--- config.mk ---
export PLATFORM = sky130hd
export DESIGN_NAME = quant_scheduler_flat
export DESIGN_NICKNAME = d
export VERILOG_FILES = /design/src/rtl/quant_scheduler_pkg.sv /design/src/rtl/quant_scheduler_if.sv /design/src/rtl/quant_watchdog.sv /design/src/rtl/quant_scheduler.sv /design/src/flat_wrapper.sv
export SDC_FILE = /design/constraint.sdc
export NUM_CORES = 1
export LEC_CHECK = 0
export BUFFER_PORTS_ARGS = -buffer_cell sky130_fd_sc_hd__buf_2
export CORE_MARGIN = 4
export CORE_UTILIZATION = 55
export DETAILED_ROUTE_END_ITERATION = 6
export PLACE_DENSITY = 0.94
export SYNTH_ARGS = -nofsm -noshare
export SYNTH_HDL_FRONTEND = slang
export SYNTH_HIERARCHICAL = 1
export SYNTH_SLANG_ARGS = --single-unit
export TNS_END_PERCENT = 20
--- constraint.sdc ---
create_clock -name clk -period 2.7 [get_ports clk]
set_input_delay 0.135 -clock clk [delete_from_list [all_inputs] [get_ports clk]]
set_output_delay 0.135 -clock clk [all_outputs]
set_load 0.1 [all_outputs]
--- src/rtl/quant_scheduler_pkg.sv ---
// Shared constants for the quantizer scheduler: component codes, FSM states,
// and the MCU slot-to-component tables for 4:2:0 and 4:4:4 ordering.
package quant_scheduler_pkg;

    localparam int TIMER_W = 7;
    localparam int SLOT_W  = 3;

    typedef enum logic [1:0] {
        COMP_Y  = 2'd0,
        COMP_CB = 2'd1,
        COMP_CR = 2'd2
    } comp_t;

    typedef enum logic [2:0] {
        IDLE      = 3'd0,
        WAIT_REQ  = 3'd1,
        LAUNCH    = 3'd2,
        WAIT_DONE = 3'd3,
        OUT       = 3'd4
    } state_t;

    // Entry 0 is the rightmost element; unused entries are padding for a clean 3-bit index.
    localparam logic [7:0][1:0] SLOT_COMP_420 =
        {COMP_Y, COMP_Y, COMP_CR, COMP_CB, COMP_Y, COMP_Y, COMP_Y, COMP_Y};
    localparam logic [7:0][1:0] SLOT_COMP_444 =
        {COMP_Y, COMP_Y, COMP_Y, COMP_Y, COMP_Y, COMP_CR, COMP_CB, COMP_Y};

    function automatic comp_t slot_comp(input logic [SLOT_W-1:0] s, input logic s420);
        return comp_t'(s420 ? SLOT_COMP_420[s] : SLOT_COMP_444[s]);
    endfunction

    function automatic logic [SLOT_W-1:0] last_slot(input logic s420);
        return s420 ? 3'd5 : 3'd2;
    endfunction

endpackage

--- src/rtl/quant_scheduler_if.sv ---
// Handshake bundle between the scheduler, the component producers,
// the shared quantizer and the zigzag stage.
interface quant_scheduler_if;
    logic       y_valid, cb_valid, cr_valid;
    logic       y_ready, cb_ready, cr_ready;
    logic       q_start;
    logic [1:0] q_sel;
    logic       q_done;
    logic       out_valid;
    logic [1:0] out_comp;
    logic       out_ready;
    logic [2:0] slot;
    logic       mcu_done, busy, err;

    modport master (
        input  y_valid, cb_valid, cr_valid, q_done, out_ready,
        output y_ready, cb_ready, cr_ready, q_start, q_sel,
               out_valid, out_comp, slot, mcu_done, busy, err
    );

    modport slave (
        output y_valid, cb_valid, cr_valid, q_done, out_ready,
        input  y_ready, cb_ready, cr_ready, q_start, q_sel,
               out_valid, out_comp, slot, mcu_done, busy, err
    );
endinterface

--- src/rtl/quant_watchdog.sv ---
// Saturating cycle timer for the quantizer wait; counts from 1 on the first
// WAIT_DONE cycle and flags expiry once TIMEOUT cycles have elapsed.
module quant_watchdog
    import quant_scheduler_pkg::*;
#(
    parameter int TIMEOUT = 64
) (
    input  logic clk,
    input  logic rst,
    input  logic load,
    input  logic run,
    output logic expired
);
    localparam logic [TIMER_W-1:0] LIMIT = TIMER_W'(TIMEOUT);

    logic [TIMER_W-1:0] timer;

    always_ff @(posedge clk or negedge rst) begin
        if (!rst) begin
            timer <= '0;
        end else if (load) begin
            timer <= TIMER_W'(1);
        end else if (run) begin
            if (timer != '1) timer <= timer + TIMER_W'(1);
        end else begin
            timer <= '0;
        end
    end

    assign expired = run && (timer >= LIMIT);
endmodule

--- src/rtl/quant_scheduler.sv ---
// Arbitrates Y/Cb/Cr blocks into one shared quantizer in MCU slot order,
// launches it, waits for completion with a watchdog, and hands off downstream.
module quant_scheduler
    import quant_scheduler_pkg::*;
#(
    parameter bit SUBSAMPLE_420 = 1'b1,
    parameter int TIMEOUT       = 64
) (
    input logic               clk,
    input logic               rst,
    quant_scheduler_if.master bus
);
    localparam logic [SLOT_W-1:0] LAST = last_slot(SUBSAMPLE_420);

    state_t            state, state_nxt;
    logic [SLOT_W-1:0] slot, slot_nxt, slot_inc;
    comp_t             q_sel, owner;
    logic              owner_valid, accept, expired, set_err, wrap;
    logic              mcu_done, err;

    assign owner = slot_comp(slot, SUBSAMPLE_420);

    always_comb begin
        owner_valid = 1'b0;
        case (owner)
            COMP_Y:  owner_valid = bus.y_valid;
            COMP_CB: owner_valid = bus.cb_valid;
            COMP_CR: owner_valid = bus.cr_valid;
            default: owner_valid = 1'b0;
        endcase
    end

    assign accept   = (state == WAIT_REQ) && owner_valid;
    assign slot_inc = (slot == LAST) ? '0 : slot + SLOT_W'(1);

    quant_watchdog #(.TIMEOUT(TIMEOUT)) u_watchdog (
        .clk     (clk),
        .rst     (rst),
        .load    (state == LAUNCH),
        .run     (state == WAIT_DONE),
        .expired (expired)
    );

    // A q_done arriving outside WAIT_DONE is stray (e.g. from a block discarded by reset).
    always_comb begin
        state_nxt = state;
        slot_nxt  = slot;
        set_err   = bus.q_done && (state != WAIT_DONE);
        wrap      = 1'b0;
        case (state)
            IDLE:      state_nxt = WAIT_REQ;
            WAIT_REQ:  if (accept) state_nxt = LAUNCH;
            LAUNCH:    state_nxt = WAIT_DONE;
            WAIT_DONE: begin
                if (bus.q_done) begin
                    state_nxt = OUT;
                end else if (expired) begin
                    set_err   = 1'b1;
                    slot_nxt  = slot_inc;
                    state_nxt = WAIT_REQ;
                end
            end
            OUT: begin
                if (bus.out_ready) begin
                    slot_nxt  = slot_inc;
                    wrap      = (slot == LAST);
                    state_nxt = WAIT_REQ;
                end
            end
            default:   state_nxt = IDLE;
        endcase
    end

    always_ff @(posedge clk or negedge rst) begin
        if (!rst) begin
            state    <= IDLE;
            slot     <= '0;
            q_sel    <= COMP_Y;
            err      <= 1'b0;
            mcu_done <= 1'b0;
        end else begin
            state    <= state_nxt;
            slot     <= slot_nxt;
            mcu_done <= wrap;
            if (accept)  q_sel <= owner;
            if (set_err) err   <= 1'b1;
        end
    end

    assign bus.y_ready   = (state == WAIT_REQ) && (owner == COMP_Y);
    assign bus.cb_ready  = (state == WAIT_REQ) && (owner == COMP_CB);
    assign bus.cr_ready  = (state == WAIT_REQ) && (owner == COMP_CR);
    assign bus.q_start   = (state == LAUNCH);
    assign bus.q_sel     = q_sel;
    assign bus.out_valid = (state == OUT);
    assign bus.out_comp  = q_sel;
    assign bus.slot      = slot;
    assign bus.mcu_done  = mcu_done;
    assign bus.busy      = (state == LAUNCH) || (state == WAIT_DONE) || (state == OUT);
    assign bus.err       = err;
endmodule
--- src/flat_wrapper.sv ---
// flat-port wrapper written by rule: the top's interface ports become plain ports
module quant_scheduler_flat import quant_scheduler_pkg::*;
#(
    parameter bit SUBSAMPLE_420 = 1'b1,
    parameter int TIMEOUT       = 64
)
  (clk, rst, bus_y_valid, bus_cb_valid, bus_cr_valid, bus_q_done, bus_out_ready, bus_y_ready, bus_cb_ready, bus_cr_ready, bus_q_start, bus_q_sel, bus_out_valid, bus_out_comp, bus_slot, bus_mcu_done, bus_busy, bus_err);
  quant_scheduler_if bus_i ();
  input logic clk;
  input logic rst;
  input wire logic [$bits(bus_i.y_valid)-1:0] bus_y_valid;
  input wire logic [$bits(bus_i.cb_valid)-1:0] bus_cb_valid;
  input wire logic [$bits(bus_i.cr_valid)-1:0] bus_cr_valid;
  input wire logic [$bits(bus_i.q_done)-1:0] bus_q_done;
  input wire logic [$bits(bus_i.out_ready)-1:0] bus_out_ready;
  output wire logic [$bits(bus_i.y_ready)-1:0] bus_y_ready;
  output wire logic [$bits(bus_i.cb_ready)-1:0] bus_cb_ready;
  output wire logic [$bits(bus_i.cr_ready)-1:0] bus_cr_ready;
  output wire logic [$bits(bus_i.q_start)-1:0] bus_q_start;
  output wire logic [$bits(bus_i.q_sel)-1:0] bus_q_sel;
  output wire logic [$bits(bus_i.out_valid)-1:0] bus_out_valid;
  output wire logic [$bits(bus_i.out_comp)-1:0] bus_out_comp;
  output wire logic [$bits(bus_i.slot)-1:0] bus_slot;
  output wire logic [$bits(bus_i.mcu_done)-1:0] bus_mcu_done;
  output wire logic [$bits(bus_i.busy)-1:0] bus_busy;
  output wire logic [$bits(bus_i.err)-1:0] bus_err;
  assign bus_i.y_valid = bus_y_valid;
  assign bus_i.cb_valid = bus_cb_valid;
  assign bus_i.cr_valid = bus_cr_valid;
  assign bus_i.q_done = bus_q_done;
  assign bus_i.out_ready = bus_out_ready;
  assign bus_y_ready = bus_i.y_ready;
  assign bus_cb_ready = bus_i.cb_ready;
  assign bus_cr_ready = bus_i.cr_ready;
  assign bus_q_start = bus_i.q_start;
  assign bus_q_sel = bus_i.q_sel;
  assign bus_out_valid = bus_i.out_valid;
  assign bus_out_comp = bus_i.out_comp;
  assign bus_slot = bus_i.slot;
  assign bus_mcu_done = bus_i.mcu_done;
  assign bus_busy = bus_i.busy;
  assign bus_err = bus_i.err;
  quant_scheduler #(.SUBSAMPLE_420(SUBSAMPLE_420), .TIMEOUT(TIMEOUT)) u_core (.clk(clk), .rst(rst), .bus(bus_i));
endmodule
==> results of run 1 <==
==> power by group through the flow <==
stage	clock network [mW]	logic [mW]	registers (mW)
5_1_grt	0.158	0.654	0.375
3_5_place_dp	0	0.617	0.368
2_1_floorplan	0	0.437	0.472
4_1_cts	0.139	0.620	0.364
3_3_place_gp	0	0.604	0.366
6_report	0.133	0.617	0.365
==> critical path, stage by stage (launching register included) <==
cell and delay (ns):
dfrtp_1 0.45, or3b_1 0.52, nor3_1 0.21, buf_2 0.45
==> final cells by class <==
cell class / instances / area, µm²
fill: 120 / 483
multi-input combinational: 70 / 460
sequential: 17 / 425
timing repair buffer: 22 / 115
clock buffer: 4 / 26.3
tap: 16 / 20.0
inverter: 3 / 11.3
==> flip-flops by register name, indices dropped and copies added, names as in the netlist <==
signal                   flops
u_core/state                 3
u_core/bus.mcu_done          1
u_core/bus.err               1
u_core/u_watchdog/timer      7
u_core/bus.out_comp          2
u_core/bus.slot              3
==> metal layers <==
metal	GRT usage, %	wire (µm)	part of all wire (%)
met5	0	0	0
met4	11.2	58	3.1
met3	4.89	80	4.3
met2	30.2	938	50
met1	18.3	799	43
==> logic make-up (layout without fill, tap and decap cells) <==
group	Yosys count	after routing	synth area share, %
compound gates	22	22	16.2
flops	17	17	46.3
fa+ha+maj	1	1	1.36
xor+xnor	1	1	0.954
buf+inv	6	29	4.09
mux	5	5	6.27
simple gates	41	41	24.8
==> per-stage QoR <==
step                setup TNS, ns  cells
global placement                0    127
CTS                             0    132
detailed placement              0    127
finish                          0    132
floorplan                  -0.721     93
global route                    0    132
==> Yosys cell counts (all sizes together) (2+ instances only) <==
cell    instances  area share, %
mux2            3            3.7
nor2b           2            1.4
a31oi           2            1.4
nor2            9            3.7
nand2           8            3.3
inv             3            1.2
dfrtp          17             46
o21ai           6            3.3
nand2b          5            3.4
or3             2            1.4
and3            2            1.5
a21oi           5            2.7
buf             3            2.9
nand3           6            4.4
mux2i           2            2.6
and3b           2            2.0
o31ai           2            1.6
==> repair_timing <==
action                                 in CTS  in global routing
endpoints found under the hold margin      17                  0
setup buffers                               0                  0
hold buffers                                1                  0
==> how the worst max path moves through the flow <==
stage	from	to	slack (ns)	cells after the start
after floorplan	u_core/bus.slot[2]$_DFFE_PN0P_	bus_cb_ready	-0.64	2
after global placement	u_core/state[2]$_DFFE_PN0P_	bus_cb_ready	1.01	3
after detailed placement	u_core/state[2]$_DFFE_PN0P_	bus_cb_ready	0.96	3
after CTS	u_core/state[2]$_DFFE_PN0P_	bus_cb_ready	0.63	3
after global routing	u_core/state[2]$_DFFE_PN0P_	bus_cb_ready	0.52	3
final	u_core/state[2]$_DFFE_PN0P_	bus_cb_ready	0.64	3
==> metrics.txt, run 1 <==
# TYPE chip_impl_metric gauge
chip_impl_info{name="run_status",value="finished, final reports clean"} 1
chip_impl_metric{name="final_area",unit="µm²"} 1060
chip_impl_metric{name="ff2ff_path_depth",unit=""} 5
chip_impl_metric{name="intPower",unit="mW"} 0.495
chip_impl_info{name="rr_endpoint",value="u_core/bus.slot[2]$_DFFE_PN0P_"} 1
chip_impl_metric{name="post_synth_instance_area",unit="µm²"} 918
chip_impl_metric{name="synthesis.yosys.warnings",unit=""} 6
chip_impl_metric{name="placement_rows",unit=""} 14
chip_impl_metric{name="remaining_drc_errors",unit=""} 0
chip_impl_metric{name="detailedRoute.firstPassIterationCount",unit=""} 4
chip_impl_info{name="whs_endpoint",value="u_core/state[2]$_DFFE_PN0P_"} 1
chip_impl_metric{name="slew_headroom",unit="%"} 67.4
chip_impl_metric{name="clock_sinks",unit=""} 17
chip_impl_metric{name="swShare",unit="%"} 55.6
chip_impl_metric{name="dpl-instance-area",unit="µm²"} 1020
chip_impl_metric{name="area.growth.synth_to_final",unit="%"} 15.3
chip_impl_metric{name="data_arrival_time_of_the_critical_path",unit="ns"} 1.93
chip_impl_metric{name="vdd_drop_max",unit="mV"} 0.910
chip_impl_metric{name="number_of_input_and_output_port_buffers_inserted",unit=""} 21
chip_impl_metric{name="max_clk_rate",unit="MHz"} 484
chip_impl_metric{name="final_report_hold_violation_count",unit=""} 0
chip_impl_metric{name="placeableCoreArea",unit="µm²"} 1540
chip_impl_metric{name="cts_max_level",unit=""} 1
chip_impl_info{name="tritoncts",value="done"} 1
chip_impl_metric{name="finish.utilization",unit="%"} 68.7
chip_impl_metric{name="place_hpwl",unit="µm"} 1450
chip_impl_info{name="setup.worst_path.end_class",value="output pin"} 1
chip_impl_metric{name="hold-path-cell-count",unit=""} 2
chip_impl_metric{name="report.final.slew_viol_count",unit=""} 0
chip_impl_info{name="regToRegStartpoint",value="u_core/state[2]$_DFFE_PN0P_"} 1
chip_impl_metric{name="netSwitchingPower",unit="mW"} 0.621
chip_impl_metric{name="antennaDiodeCount",unit=""} 0
chip_impl_metric{name="cts_buf_count",unit=""} 3
chip_impl_metric{name="die_width",unit="µm"} 48.9
chip_impl_metric{name="place_ws",unit="ns"} 0.958
chip_impl_metric{name="cts_repair_resize_count",unit=""} 0
chip_impl_metric{name="vias_in_the_first_global_route",unit=""} 743
chip_impl_info{name="ctsRootBufferMaster",value="clkbuf_4"} 1
chip_impl_metric{name="netlist_instances",unit=""} 93
chip_impl_metric{name="number_of_antenna_violations_at_the_first_check_in_global_routing",unit=""} 0
chip_impl_metric{name="start_util",unit="%"} 59.6
chip_impl_metric{name="fp.dieH",unit="µm"} 48.9
chip_impl_metric{name="post-route-min-period",unit="ns"} 2.06
chip_impl_metric{name="cp_data_required_time",unit="ns"} 2.57
chip_impl_info{name="setup.worst_path.start_class",value="flop"} 1
chip_impl_metric{name="i_o_pin_count",unit=""} 22
chip_impl_metric{name="synth-seq-cells",unit=""} 17
chip_impl_info{name="min_delay_path_class",value="in -> reg"} 1
chip_impl_metric{name="total_power",unit="mW"} 1.12
chip_impl_metric{name="synth-seq-area-share",unit="%"} 46.3
chip_impl_metric{name="ys_async_sr_fraction",unit="%"} 100
chip_impl_metric{name="cts.path.max_buffers",unit=""} 2
chip_impl_metric{name="worst-path-max-fanout",unit=""} 8
chip_impl_metric{name="share_seq_of_total_power",unit="%"} 32.7
chip_impl_metric{name="power-per-cell-area",unit="nW/µm²"} 1050
chip_impl_metric{name="route.final.wire_length",unit="µm"} 1880
chip_impl_metric{name="drive_gt1_share",unit="%"} 30.2
chip_impl_info{name="timing.setup.critical_path_class",value="reg -> out"} 1
chip_impl_metric{name="number_of_violations_reported_at_the_end_of_detailed_routing_iteration_0",unit=""} 15
chip_impl_metric{name="clk_transition_reported_paths",unit="ns"} 0.10
chip_impl_metric{name="combinationalPowerShare",unit="%"} 55.3
chip_impl_metric{name="timing.final.crit_share",unit="%"} 76.4
chip_impl_metric{name="die_area",unit="µm²"} 2390
chip_impl_metric{name="final-setup-viol-count",unit=""} 0
chip_impl_metric{name="drv_cap",unit=""} 0
chip_impl_metric{name="largest_net_degree_at_the_start_of_global_routing",unit=""} 18
chip_impl_metric{name="finalWorstSetupSlack",unit="ns"} 0.636
chip_impl_metric{name="design.final.nets",unit=""} 125
chip_impl_metric{name="place_congestion",unit=""} 0.906
chip_impl_metric{name="grt_pass1_wl",unit="µm"} 3160
chip_impl_metric{name="reg2reg_setup_slack",unit="ns"} 0.93
chip_impl_metric{name="timing.hold.ws",unit="ns"} 0.109
chip_impl_info{name="worstHoldStart",value="bus_out_ready"} 1
chip_impl_metric{name="clkLatencyLatePin",unit="ns"} 0.29
chip_impl_metric{name="antenna_left",unit=""} 0
chip_impl_info{name="mostFrequentLayoutCells",value="buf_2 (21), dfrtp_1 (17), nor2_1 (9), nand2_1 (8)"} 1
chip_impl_info{name="synth-main-ff-cell",value="dfrtp_1"} 1
chip_impl_metric{name="detail_route.vias_per_cell",unit=""} 5.77
chip_impl_metric{name="leakage",unit="nW"} 0.520
chip_impl_metric{name="clockPowerShare",unit="%"} 12.0
chip_impl_metric{name="globalRouteTotalUtil",unit="%"} 17.5
chip_impl_metric{name="post_synthesis_net_count",unit=""} 101
chip_impl_info{name="layout_commonest_cell",value="buf_2"} 1
chip_impl_info{name="rsz_0062_raised_after_global_routing",value="false"} 1
chip_impl_metric{name="netlist-cell-type-count",unit=""} 37
chip_impl_metric{name="grt.overflow.total",unit=""} 0
chip_impl_metric{name="route.vias.total",unit=""} 761
chip_impl_metric{name="synth-edff-count",unit=""} 0
chip_impl_metric{name="timing.clock.skew",unit="ns"} 0.00587
chip_impl_metric{name="postSynthAreaPerCell",unit="µm²"} 9.88
chip_impl_metric{name="slew_worst_pin",unit="ns"} 0.492
chip_impl_metric{name="wire_per_inst",unit="µm"} 14.2
No activity file was read; power rests on OpenSTA's default activity.
==> run 2, diff against run 1 <==
- CORE_UTILIZATION: 55 -> 51
- PLACE_DENSITY: 0.94 -> 0.89
- clock period: 2.7 -> 1.9 ns (I/O delays scaled with it)
==> metrics.txt, run 2 (synthesis gave the netlist of run 1 again) <==
# TYPE chip_impl_metric gauge
chip_impl_metric{name="vdd_drop_max",unit="mV"} 1.31
chip_impl_metric{name="fill_cells",unit=""} 126
chip_impl_metric{name="max_clk_rate",unit="MHz"} 543
chip_impl_metric{name="multi_input_gate_area",unit="µm²"} 490
chip_impl_metric{name="ff2ff_path_depth",unit=""} 5
chip_impl_info{name="ctsRootBufferMaster",value="clkbuf_4"} 1
chip_impl_metric{name="post-route-min-period",unit="ns"} 1.84
chip_impl_info{name="rr_endpoint",value="u_core/bus.slot[2]$_DFFE_PN0P_"} 1
chip_impl_metric{name="area.growth.synth_to_final",unit="%"} 28.6
chip_impl_metric{name="data_arrival_time_of_the_critical_path",unit="ns"} 1.75
chip_impl_metric{name="place_ws",unit="ns"} 0.188
chip_impl_info{name="min_delay_path_class",value="in -> reg"} 1
chip_impl_metric{name="clk_transition_reported_paths",unit="ns"} 0.11
chip_impl_metric{name="drive_gt1_share",unit="%"} 37.5
chip_impl_metric{name="worst-path-max-fanout",unit=""} 7
chip_impl_metric{name="remaining_drc_errors",unit=""} 0
chip_impl_metric{name="place_hpwl",unit="µm"} 1560
chip_impl_info{name="regMostFlops",value="u_core/u_watchdog/timer"} 1
chip_impl_metric{name="report.final.slew_viol_count",unit=""} 0
chip_impl_metric{name="final-seq-area",unit="µm²"} 428
chip_impl_metric{name="vias_in_the_first_global_route",unit=""} 799
chip_impl_metric{name="globalRouteTotalUtil",unit="%"} 18.5
chip_impl_info{name="run_status",value="finished, final reports clean"} 1
chip_impl_metric{name="detailedRoute.firstPassIterationCount",unit=""} 4
chip_impl_info{name="whs_endpoint",value="u_core/state[2]$_DFFE_PN0P_"} 1
chip_impl_metric{name="detail_route.vias_per_cell",unit=""} 5.61
chip_impl_metric{name="final_report_hold_violation_count",unit=""} 0
chip_impl_metric{name="route.final.wire_length",unit="µm"} 2120
chip_impl_metric{name="grt_pass1_wl",unit="µm"} 3480
chip_impl_info{name="regToRegStartpoint",value="u_core/state[0]$_DFFE_PN0P_"} 1
chip_impl_metric{name="final-setup-viol-count",unit=""} 0
chip_impl_metric{name="setup_total_negative_slack",unit="ns"} 0
chip_impl_metric{name="start_util",unit="%"} 53.8
chip_impl_info{name="worstHoldStart",value="bus_out_ready"} 1
chip_impl_metric{name="cts_buf_count",unit=""} 3
chip_impl_metric{name="largest_net_degree_at_the_start_of_global_routing",unit=""} 18
chip_impl_info{name="largest_registers",value="u_core/u_watchdog/timer (7), u_core/bus.slot (3), u_core/state (3)"} 1
chip_impl_metric{name="slew_worst_pin",unit="ns"} 0.487
chip_impl_metric{name="dpl-instance-area",unit="µm²"} 1120
chip_impl_metric{name="fp.dieH",unit="µm"} 50.4
chip_impl_metric{name="finalWorstSetupSlack",unit="ns"} 0.0577
chip_impl_metric{name="route.vias.total",unit=""} 814
chip_impl_metric{name="leakage",unit="nW"} 0.552
chip_impl_metric{name="clock_sinks",unit=""} 17
chip_impl_metric{name="i_o_pin_count",unit=""} 22
chip_impl_metric{name="die_area",unit="µm²"} 2540
chip_impl_metric{name="number_of_antenna_violations_at_the_first_check_in_global_routing",unit=""} 0
chip_impl_info{name="setup.worst_path.end_class",value="output pin"} 1
chip_impl_metric{name="number_of_input_and_output_port_buffers_inserted",unit=""} 21
chip_impl_info{name="setup.worst_path.start_class",value="flop"} 1
chip_impl_metric{name="cts.path.max_buffers",unit=""} 2
chip_impl_info{name="rsz_0062_raised_after_global_routing",value="false"} 1
chip_impl_metric{name="cts_max_level",unit=""} 1
chip_impl_metric{name="design.final.nets",unit=""} 129
chip_impl_metric{name="timing.final.crit_share",unit="%"} 97.0
chip_impl_metric{name="final_area",unit="µm²"} 1180
chip_impl_info{name="path_cells",value="buf_6 > or3b_4 > nor3_4 > buf_12"} 1
chip_impl_metric{name="place_congestion",unit=""} 0.837
chip_impl_metric{name="timing.hold.ws",unit="ns"} 0.0231
chip_impl_metric{name="placeableCoreArea",unit="µm²"} 1710
chip_impl_metric{name="hold-path-cell-count",unit=""} 2
chip_impl_metric{name="number_of_violations_reported_at_the_end_of_detailed_routing_iteration_0",unit=""} 21
chip_impl_metric{name="die_width",unit="µm"} 50.4
chip_impl_metric{name="power-per-cell-area",unit="nW/µm²"} 1520
chip_impl_info{name="tritoncts",value="done"} 1
chip_impl_metric{name="finish.utilization",unit="%"} 69.2
chip_impl_info{name="mostFrequentLayoutCells",value="buf_2 (18), dfrtp_1 (15), nand2_1 (8), nor2_1 (7)"} 1
chip_impl_metric{name="critical_path.max_stage_delay",unit="ns"} 0.44
chip_impl_metric{name="cp_data_required_time",unit="ns"} 1.80
chip_impl_metric{name="largest_register_ffs",unit=""} 7
chip_impl_info{name="cp_slowest_cell",value="or3b_4"} 1
chip_impl_metric{name="antenna_left",unit=""} 0
chip_impl_info{name="layout_commonest_cell",value="buf_2"} 1
chip_impl_metric{name="placement_rows",unit=""} 15
chip_impl_metric{name="drv_cap",unit=""} 0
chip_impl_metric{name="antennaDiodeCount",unit=""} 0
chip_impl_metric{name="slew_headroom",unit="%"} 67.8
chip_impl_metric{name="reg2reg_setup_slack",unit="ns"} 0.14
chip_impl_metric{name="grt.overflow.total",unit=""} 0
chip_impl_metric{name="clkLatencyLatePin",unit="ns"} 0.30
chip_impl_metric{name="timing.clock.skew",unit="ns"} 0.0100
chip_impl_metric{name="wire_per_inst",unit="µm"} 14.6
chip_impl_info{name="timing.setup.critical_path_class",value="reg -> out"} 1
==> run 2: changes by cell type in the layout (fill, tap and decap cells not counted), moves of 2 or more <==
cell / delta
buf_2: -3
dfrtp_2: +2
nor2_1: -2
buf_4: +3
dfrtp_1: -2
buf_12: +3
==> run 2: final cells by class <==
| type | instances | area share (%) |
|---|---|---|
| well taps | 25 | 2.65 |
| clock buffers | 4 | 2.22 |
| multi-input cells | 70 | 41.5 |
| inverters | 3 | 0.953 |
| flip-flops and latches | 17 | 36.2 |
| repair buffers | 26 | 16.4 |
==> run 2: how the worst max path moves through the flow <==
stage	slack (ns)	to	cells past startpoint	from
after floorplan	-0.19	u_core/bus.slot[1]$_DFFE_PN0P_	6	u_core/state[0]$_DFFE_PN0P_
after global placement	0.27	u_core/bus.slot[2]$_DFFE_PN0P_	5	u_core/state[0]$_DFFE_PN0P_
after detailed placement	0.19	u_core/bus.slot[1]$_DFFE_PN0P_	5	u_core/state[0]$_DFFE_PN0P_
after CTS	0.04	bus_cb_ready	4	u_core/state[2]$_DFFE_PN0P_
after global routing	0.001	bus_cb_ready	4	u_core/state[2]$_DFFE_PN0P_
final	0.06	bus_cb_ready	4	u_core/state[2]$_DFFE_PN0P_
==> run 2: timing repair <==
action / CTS / global route
resized for setup: 1 / 1
hold buffers: 1 / 0
hold endpoints to repair: 17 / 0
endpoints found under the setup margin: 3 / 1
pin swaps: 0 / 2
setup buffers: 0 / 3
==> run 2: metal layers <==
layer	track usage, %	wire (µm)	vias to the layer above	part of all wire [%]
met3	4.75	116	6	5.5
met5	0	0	-	0
met2	31.1	1050	27	49
li1	-	-	386	-
met4	11.7	56	0	2.6
met1	20.6	900	395	42
==> run 2: critical path, delay by kind of cell, from the launching register on <==
family	cells	cell delay, ns
and+or+nand+nor	2	0.67
DFF	1	0.43
buffers and inverters	2	0.35
==> run 2: per-stage QoR <==
step	total power, mW	std cells
floorplan	1.34	93
global placement	1.50	137
detailed placement	1.52	137
CTS	1.74	142
global route	1.88	145
finish	1.80	145
==> run 2: where the power goes <==
| group | switching (mW) | internal (mW) | leakage, nW |
|---|---|---|---|
| clock | 0.120 | 0.0817 | 0.0150 |
| sequential | 0.105 | 0.428 | 0.220 |
| combinational | 0.739 | 0.322 | 0.317 |
